[config.mk]
export PLATFORM = sky130hd
export DESIGN_NAME = cam_capture_ctrl_flat
export DESIGN_NICKNAME = d
export VERILOG_FILES = /design/src/rtl/cam_capture_ctrl_pkg.sv /design/src/rtl/cam_capture_ctrl_if.sv /design/src/rtl/cam_capture_ctrl_sync_edge.sv /design/src/rtl/cam_capture_ctrl.sv /design/src/flat_wrapper.sv
export SDC_FILE = /design/constraint.sdc
export NUM_CORES = 1
export LEC_CHECK = 0
export BUFFER_PORTS_ARGS = -buffer_cell sky130_fd_sc_hd__buf_2
export CAP_MARGIN = 5
export CORE_MARGIN = 10
export CORE_UTILIZATION = 35
export DETAILED_ROUTE_END_ITERATION = 8
export SLEW_MARGIN = 5
export SYNTH_ARGS = -nofsm -noshare
export SYNTH_HDL_FRONTEND = slang
export SYNTH_SLANG_ARGS = --single-unit
export TNS_END_PERCENT = 10
[constraint.sdc]
create_clock -name CAM_pclk -period 2.3 [get_ports CAM_pclk]
set_clock_uncertainty 0.05 [all_clocks]
set_input_delay 0.23 -clock CAM_pclk [delete_from_list [all_inputs] [get_ports CAM_pclk]]
set_output_delay 0.23 -clock CAM_pclk [all_outputs]
set_load 0.005 [all_outputs]
[src/rtl/cam_capture_ctrl_pkg.sv]
// cam_capture_ctrl_pkg: shared state encoding and default frame geometry for the capture sequencer
package cam_capture_ctrl_pkg;
  localparam int IMG_W = 160;
  localparam int IMG_H = 120;
  localparam int PIX_TOTAL = IMG_W * IMG_H;
  typedef enum logic [2:0] {S_IDLE, S_ARM, S_SYNC, S_CAPT, S_END} state_e;
endpackage

[src/rtl/cam_capture_ctrl_if.sv]
// cam_capture_ctrl_if: camera timing, control, packer and DP_RAM write-port signals of the capture sequencer
interface cam_capture_ctrl_if #(
  parameter int AW = 15,
  parameter int FCW = 8
);
  logic CAM_vsync;
  logic CAM_href;
  logic start;
  logic stop;
  logic mode_cont;
  logic px_valid;
  logic cap_en;
  logic DP_RAM_regW;
  logic [AW-1:0] DP_RAM_addr_in;
  logic busy;
  logic frame_done;
  logic frame_err;
  logic [FCW-1:0] frame_cnt;
  modport master (
    output CAM_vsync, CAM_href, start, stop, mode_cont, px_valid,
    input cap_en, DP_RAM_regW, DP_RAM_addr_in, busy, frame_done, frame_err, frame_cnt
  );
  modport slave (
    input CAM_vsync, CAM_href, start, stop, mode_cont, px_valid,
    output cap_en, DP_RAM_regW, DP_RAM_addr_in, busy, frame_done, frame_err, frame_cnt
  );
endinterface

[src/rtl/cam_capture_ctrl_sync_edge.sv]
// cam_capture_ctrl_sync_edge: registers vsync/href and flags their frame/line boundary edges
module cam_capture_ctrl_sync_edge (
  input  logic clk,
  input  logic rst,
  input  logic vsync_i,
  input  logic href_i,
  output logic vs_rise_o,
  output logic vs_fall_o,
  output logic hr_fall_o
);
  logic vs_q;
  logic hr_q;
  always_ff @(posedge clk or posedge rst) begin
    if (rst) begin
      vs_q <= 1'b0;
      hr_q <= 1'b0;
    end else begin
      vs_q <= vsync_i;
      hr_q <= href_i;
    end
  end
  assign vs_rise_o = vsync_i & ~vs_q;
  assign vs_fall_o = ~vsync_i & vs_q;
  assign hr_fall_o = ~href_i & hr_q;
endmodule

[src/rtl/cam_capture_ctrl.sv]
// cam_capture_ctrl: frame-aligned capture sequencer driving the DP_RAM write port from packed camera pixels
module cam_capture_ctrl
  import cam_capture_ctrl_pkg::*;
#(
  parameter int AW = 15,
  parameter int IMG_W = cam_capture_ctrl_pkg::IMG_W,
  parameter int IMG_H = cam_capture_ctrl_pkg::IMG_H,
  parameter int FCW = 8
) (
  input logic CAM_pclk,
  input logic rst,
  cam_capture_ctrl_if.slave bus
);
  localparam int PIX_N = IMG_W * IMG_H;
  localparam int PW = $clog2(PIX_N + 1);
  localparam int CW = $clog2(IMG_W + 2);
  localparam int RW = $clog2(IMG_H + 2);
  localparam logic [PW-1:0] PT = PW'(PIX_N);
  localparam logic [CW-1:0] WL = CW'(IMG_W);
  localparam logic [CW-1:0] WS = CW'(IMG_W + 1);
  localparam logic [RW-1:0] HL = RW'(IMG_H);
  localparam logic [RW-1:0] HS = RW'(IMG_H + 1);
  state_e state_q, state_d;
  logic cont_q, cont_d;
  logic stop_pend_q, stop_pend_d;
  logic err_q, err_d;
  logic [PW-1:0] pix_q, pix_d;
  logic [CW-1:0] col_q, col_d, col_inc;
  logic [RW-1:0] row_q, row_d;
  logic regw_q;
  logic [AW-1:0] addr_q;
  logic [FCW-1:0] cnt_q;
  logic vs_rise, vs_fall, hr_fall;
  logic capt, wr, good;
  cam_capture_ctrl_sync_edge u_edge (
    .clk(CAM_pclk),
    .rst(rst),
    .vsync_i(bus.CAM_vsync),
    .href_i(bus.CAM_href),
    .vs_rise_o(vs_rise),
    .vs_fall_o(vs_fall),
    .hr_fall_o(hr_fall)
  );
  assign capt = state_q == S_CAPT;
  // pix saturates at PIX_N so an overlong frame can never address past the buffer
  assign wr = capt & bus.px_valid & (pix_q != PT);
  assign good = ~err_q & (pix_q == PT) & (row_q == HL);
  // col/row saturate one past nominal so a runaway line cannot wrap back to a legal count
  assign col_inc = (bus.px_valid && col_q != WS) ? col_q + 1'b1 : col_q;
  always_comb begin
    state_d = state_q;
    cont_d = cont_q;
    stop_pend_d = stop_pend_q;
    case (state_q)
      S_IDLE: if (bus.start && !bus.stop) begin
        state_d = S_ARM;
        cont_d = bus.mode_cont;
        stop_pend_d = 1'b0;
      end
      S_ARM: state_d = bus.stop ? S_IDLE : vs_rise ? S_SYNC : S_ARM;
      S_SYNC: state_d = bus.stop ? S_IDLE : vs_fall ? S_CAPT : S_SYNC;
      S_CAPT: begin
        stop_pend_d = stop_pend_q | bus.stop;
        state_d = vs_rise ? S_END : S_CAPT;
      end
      S_END: begin
        stop_pend_d = stop_pend_q | bus.stop;
        state_d = (cont_q && !stop_pend_d) ? S_SYNC : S_IDLE;
      end
      default: state_d = S_IDLE;
    endcase
  end
  always_comb begin
    pix_d = pix_q;
    col_d = col_q;
    row_d = row_q;
    err_d = err_q;
    if (state_q == S_SYNC && vs_fall) begin
      pix_d = '0;
      col_d = '0;
      row_d = '0;
      err_d = 1'b0;
    end else if (capt) begin
      pix_d = wr ? pix_q + 1'b1 : pix_q;
      err_d = err_q | (bus.px_valid & ~wr) | (hr_fall & (col_inc != WL));
      col_d = hr_fall ? '0 : col_inc;
      row_d = (hr_fall && row_q != HS) ? row_q + 1'b1 : row_q;
    end
  end
  always_ff @(posedge CAM_pclk or posedge rst) begin
    if (rst) begin
      state_q <= S_IDLE;
      cont_q <= 1'b0;
      stop_pend_q <= 1'b0;
      err_q <= 1'b0;
      pix_q <= '0;
      col_q <= '0;
      row_q <= '0;
      regw_q <= 1'b0;
      addr_q <= '0;
      cnt_q <= '0;
    end else begin
      state_q <= state_d;
      cont_q <= cont_d;
      stop_pend_q <= stop_pend_d;
      err_q <= err_d;
      pix_q <= pix_d;
      col_q <= col_d;
      row_q <= row_d;
      regw_q <= wr;
      addr_q <= wr ? AW'(pix_q) : addr_q;
      cnt_q <= (state_q == S_END && good) ? cnt_q + 1'b1 : cnt_q;
    end
  end
  assign bus.cap_en = capt & bus.CAM_href & ~bus.CAM_vsync;
  assign bus.DP_RAM_regW = regw_q;
  assign bus.DP_RAM_addr_in = addr_q;
  assign bus.busy = state_q != S_IDLE;
  assign bus.frame_done = (state_q == S_END) & good;
  assign bus.frame_err = (state_q == S_END) & ~good;
  assign bus.frame_cnt = cnt_q;
endmodule
[src/flat_wrapper.sv]
// flat-port wrapper written by rule: the top's interface ports become plain ports
module cam_capture_ctrl_flat import cam_capture_ctrl_pkg::*;
#(
  parameter int AW = 15,
  parameter int IMG_W = cam_capture_ctrl_pkg::IMG_W,
  parameter int IMG_H = cam_capture_ctrl_pkg::IMG_H,
  parameter int FCW = 8
)
  (CAM_pclk, rst, bus_CAM_vsync, bus_CAM_href, bus_start, bus_stop, bus_mode_cont, bus_px_valid, bus_cap_en, bus_DP_RAM_regW, bus_DP_RAM_addr_in, bus_busy, bus_frame_done, bus_frame_err, bus_frame_cnt);
  cam_capture_ctrl_if #(.AW(AW), .FCW(FCW)) bus_i ();
  input logic CAM_pclk;
  input logic rst;
  input wire logic [$bits(bus_i.CAM_vsync)-1:0] bus_CAM_vsync;
  input wire logic [$bits(bus_i.CAM_href)-1:0] bus_CAM_href;
  input wire logic [$bits(bus_i.start)-1:0] bus_start;
  input wire logic [$bits(bus_i.stop)-1:0] bus_stop;
  input wire logic [$bits(bus_i.mode_cont)-1:0] bus_mode_cont;
  input wire logic [$bits(bus_i.px_valid)-1:0] bus_px_valid;
  output wire logic [$bits(bus_i.cap_en)-1:0] bus_cap_en;
  output wire logic [$bits(bus_i.DP_RAM_regW)-1:0] bus_DP_RAM_regW;
  output wire logic [$bits(bus_i.DP_RAM_addr_in)-1:0] bus_DP_RAM_addr_in;
  output wire logic [$bits(bus_i.busy)-1:0] bus_busy;
  output wire logic [$bits(bus_i.frame_done)-1:0] bus_frame_done;
  output wire logic [$bits(bus_i.frame_err)-1:0] bus_frame_err;
  output wire logic [$bits(bus_i.frame_cnt)-1:0] bus_frame_cnt;
  assign bus_i.CAM_vsync = bus_CAM_vsync;
  assign bus_i.CAM_href = bus_CAM_href;
  assign bus_i.start = bus_start;
  assign bus_i.stop = bus_stop;
  assign bus_i.mode_cont = bus_mode_cont;
  assign bus_i.px_valid = bus_px_valid;
  assign bus_cap_en = bus_i.cap_en;
  assign bus_DP_RAM_regW = bus_i.DP_RAM_regW;
  assign bus_DP_RAM_addr_in = bus_i.DP_RAM_addr_in;
  assign bus_busy = bus_i.busy;
  assign bus_frame_done = bus_i.frame_done;
  assign bus_frame_err = bus_i.frame_err;
  assign bus_frame_cnt = bus_i.frame_cnt;
  cam_capture_ctrl #(.AW(AW), .IMG_W(IMG_W), .IMG_H(IMG_H), .FCW(FCW)) u_core (.CAM_pclk(CAM_pclk), .rst(rst), .bus(bus_i));
endmodule
==> summary.txt <==
Synth
  – Synthesis Warnings: 0
  – Post-synth top flop: dfrtp_1
  – Most common cell in the netlist: dfrtp_1
  – Fraction of registers with async set/reset: 1.000
  – Avg Cell Area, Syn: roughly 10 µm²
  – Number of synthesized flops with an enable pin: 0
  – Yosys top cell area share: 0.4990
  – Synth top area cells: dfrtp_1 (50%), xnor2_1 (3.7%), mux2_2 (3.6%), o21ai_0 (3.5%), nand2_1 (3.5%)
  – Synthesized area: ~3100 µm²
  – Syn Inst Count: between 300 and 400
  – Unique cell type count in the Yosys netlist: 51
  – Synth Register Bits: 62
  – Post-synth top cells: dfrtp_1 (62), nand2_1 (29), nor2_1 (25)
  – Post-synthesis sequential area ratio: 0.4990
  – Syn_nets: around 330
  – Area leader, netlist: dfrtp_1

Pwr
  – Maximum vdd ir drop: 0.0004003 V
  – Cell Pwr Density: roughly 710 nW/µm²
  – Leak Pwr: 1.877 nW

Status
  – Status: finished, final reports clean

Timing
  – Final worst path period share: 0.9679
  – Hold Vio Cnt, Final: 0
  – Worst slew pin tran: between 0.4 and 0.5 ns
  – Fmax: roughly 450 MHz
  – Final Max Slew Viols: 0
  – RSZ-0062 raised after global routing: yes
  – Final Setup Violations: 0
  – Relative slew slack: 0.6765
  – Period minus WS final: 2.226 ns
  – Hold_ws: approximately 0.076 ns

Global routing
  – Grt ovf: 0
  – GR Util All Layers: 0.1048
  – Global-route wire length before repair: ~11000 µm
  – Vias in the first global route: roughly 2400
  – Antenna violations before repair: 0
  – Largest net degree at the start of global routing: 63

Routing
  – WL final: 6691 µm
  – Detail-routed via count per cell: roughly 5
  – Drt drc: 0
  – WL/cell: roughly 14 µm
  – Vias: approximately 2400
  – DRT antenna net count: 0
  – DRT iter0 DRCs: 148
  – DRT Pass-1 Iters: 4

Setup path
  – Cell Chain, Critical Path: and4bb_2 -> nand3_2 -> or4_4 -> inv_4 -> buf_6
  – RR Endpoint: u_core.bus.frame_cnt[7]$_DFFE_PP0P_
  – WP buf/inv: 2
  – CP max stage cell: or4_4
  – Worst endpoint required time: 2.02 ns
  – CP peak stage delay: between 0.5 and 0.6 ns
  – R2r setup slk: 0.11 ns
  – Worst reg2reg startpoint: u_core.pix_q[10]$_DFFE_PP0P_
  – Crit Path Max Fanout: 6
  – Crit. End Element: output pin
  – Worst EP arrival: between 1.5 and 2 ns
  – Largest delay contributor family on the critical path: simple AND/OR/NAND/NOR gates
  – Worst-case reg-to-reg path depth: 6
  – Startpoint types: register
  – WS Path Type: reg2out

Floorplanning
  – DIE AREA: between 10000 and 15000 µm²
  – Core box area: 8678 µm²
  – Cell Rows: 34
  – Die span in y: 114.3 µm
  – Starting Density: 0.3583
  – Die W: between 100 and 150 µm
  – Ports: 36

CTS
  – H-tree Lvls: 3
  – Clk buf depth: 2
  – TritonCTS clock tree: done
  – Clock-pin slew on the worst setup and hold paths: 0.07 ns
  – Root buffer cell: clkbuf_8
  – Skew-Pair Late Insertion Delay: roughly 0.33 ns
  – Num CTS Buffers: 9
  – Clk sink count: 62

Finish
  – Filler instances: 840
  – P&R area growth vs syn: 24.23%
  – Layout cells sized above 1: 0.2807
  – Multi-input gate area: ~1500 µm²
  – Cell area after layout: 3862 µm²
  – Register area: between 1500 and 2000 µm²
  – Ant diodes: 0
  – Nets@finish: slightly below 400

Min path
  – Min-Delay Path Depth: 2
  – HP Class: in2reg
  – Min-Delay Endpoint: u_core.cont_q$_DFFE_PP0P_
  – Worst hold start: bus_mode_cont

Placed design
  – HPWL reported at the end of detailed placement: about 4700 µm
  – Placed Area: 3460 µm²
  – Placer Congestion: around 0.8
  – Port Buffers: 35

Job
  – Max Cap Viol: 0
## final cells by class
type,count,share of cell area
Sequential cell,62,0.4030
Clock buffer,9,0.03207
Clock inverter,7,0.02915
Timing Repair Buffer,60,0.1040
Multi-Input combinational cell,219,0.3797
Tap cell,108,0.03499
Inverter,17,0.01717
## layout by cell type (no fill, tap or decap), types with 12 or more instances in the layout
| master | n |
|---|---|
| inv_1 | 13 |
| a21oi_1 | 12 |
| buf_4 | 20 |
| dfrtp_1 | 58 |
| nor2_1 | 25 |
| buf_2 | 34 |
| xnor2_1 | 13 |
| o21ai_0 | 22 |
| nand2_1 | 29 |
## worst max-delay path by stage
stage	cells after the start	endpoint	startpoint
floorplan	8	u_core.bus.frame_cnt[1]$_DFFE_PP0P_	u_core.pix_q[0]$_DFFE_PP0P_
global placement	7	u_core.bus.frame_cnt[1]$_DFFE_PP0P_	u_core.pix_q[0]$_DFFE_PP0P_
detailed placement	7	u_core.bus.frame_cnt[1]$_DFFE_PP0P_	u_core.pix_q[0]$_DFFE_PP0P_
CTS	7	bus_frame_done	u_core.pix_q[0]$_DFFE_PP0P_
global route	7	bus_frame_done	u_core.pix_q[1]$_DFFE_PP0P_
finish	5	bus_frame_done	u_core.pix_q[10]$_DFFE_PP0P_
## stage by stage
step	worst slack, ns	instances	util	setup TNS [ns]	power, mW
3_5_place_dp	-0.01845	451	0.3986	-0.01845	1.504
5_1_grt	-0.02138	482	0.4451	-0.03178	2.876
4_1_cts	-0.02735	475	0.4363	-0.02735	2.705
3_3_place_gp	0.1043	451	0.3986	0	1.498
2_1_floorplan	0.1243	312	-	0	1.413
6_report	0.07382	482	0.4451	0	2.736
## power by group
part	total (mW)	switching, mW	internal (mW)
Combinational	0.402	0.195	0.207
Sequential	1.20	0.0465	1.15
Clock	1.13	0.420	0.714
Total	2.74	0.661	2.07
## registers in the layout (all words and copies together) (netlist names)
name,cells
u_core.u_edge.vs_q,1
u_core.row_q,7
u_core.bus.frame_cnt,8
u_core.cont_q,1
u_core.col_q,8
u_core.bus.DP_RAM_addr_in,15
u_core.stop_pend_q,1
u_core.err_q,1
u_core.bus.DP_RAM_regW,1
u_core.state_q,3
u_core.pix_q,15
u_core.u_edge.hr_q,1
## what timing repair did
item / CTS / global route
endpoints found under the setup margin: 3 / 5
pin swaps: 3 / 5
hold buffers: 2 / 1
gates cloned: 0 / 0
setup buffers: 6 / 6
gates resized for setup: 7 / 7
endpoints found under the hold margin: 63 / 1
## metal layers
metal	share of wire	wire, µm	global-route usage
met1	0.47	3147	0.1356
met4	0.010	68	0.03258
met3	0.048	323	0.03931
met5	0	0	0
met2	0.47	3152	0.1583
## kinds of logic (layout without fill, tap and decap cells)
group | after synthesis | count (layout) | share of synthesized area
simple gates | 126 | 126 | 0.2274
mux | 11 | 11 | 0.03944
fa+ha+maj | 8 | 8 | 0.03219
xor+xnor | 24 | 24 | 0.06761
compound gates | 50 | 50 | 0.09296
flops | 62 | 62 | 0.4990
buf+inv | 31 | 93 | 0.04144
No activity file was read; power rests on OpenSTA's default activity.
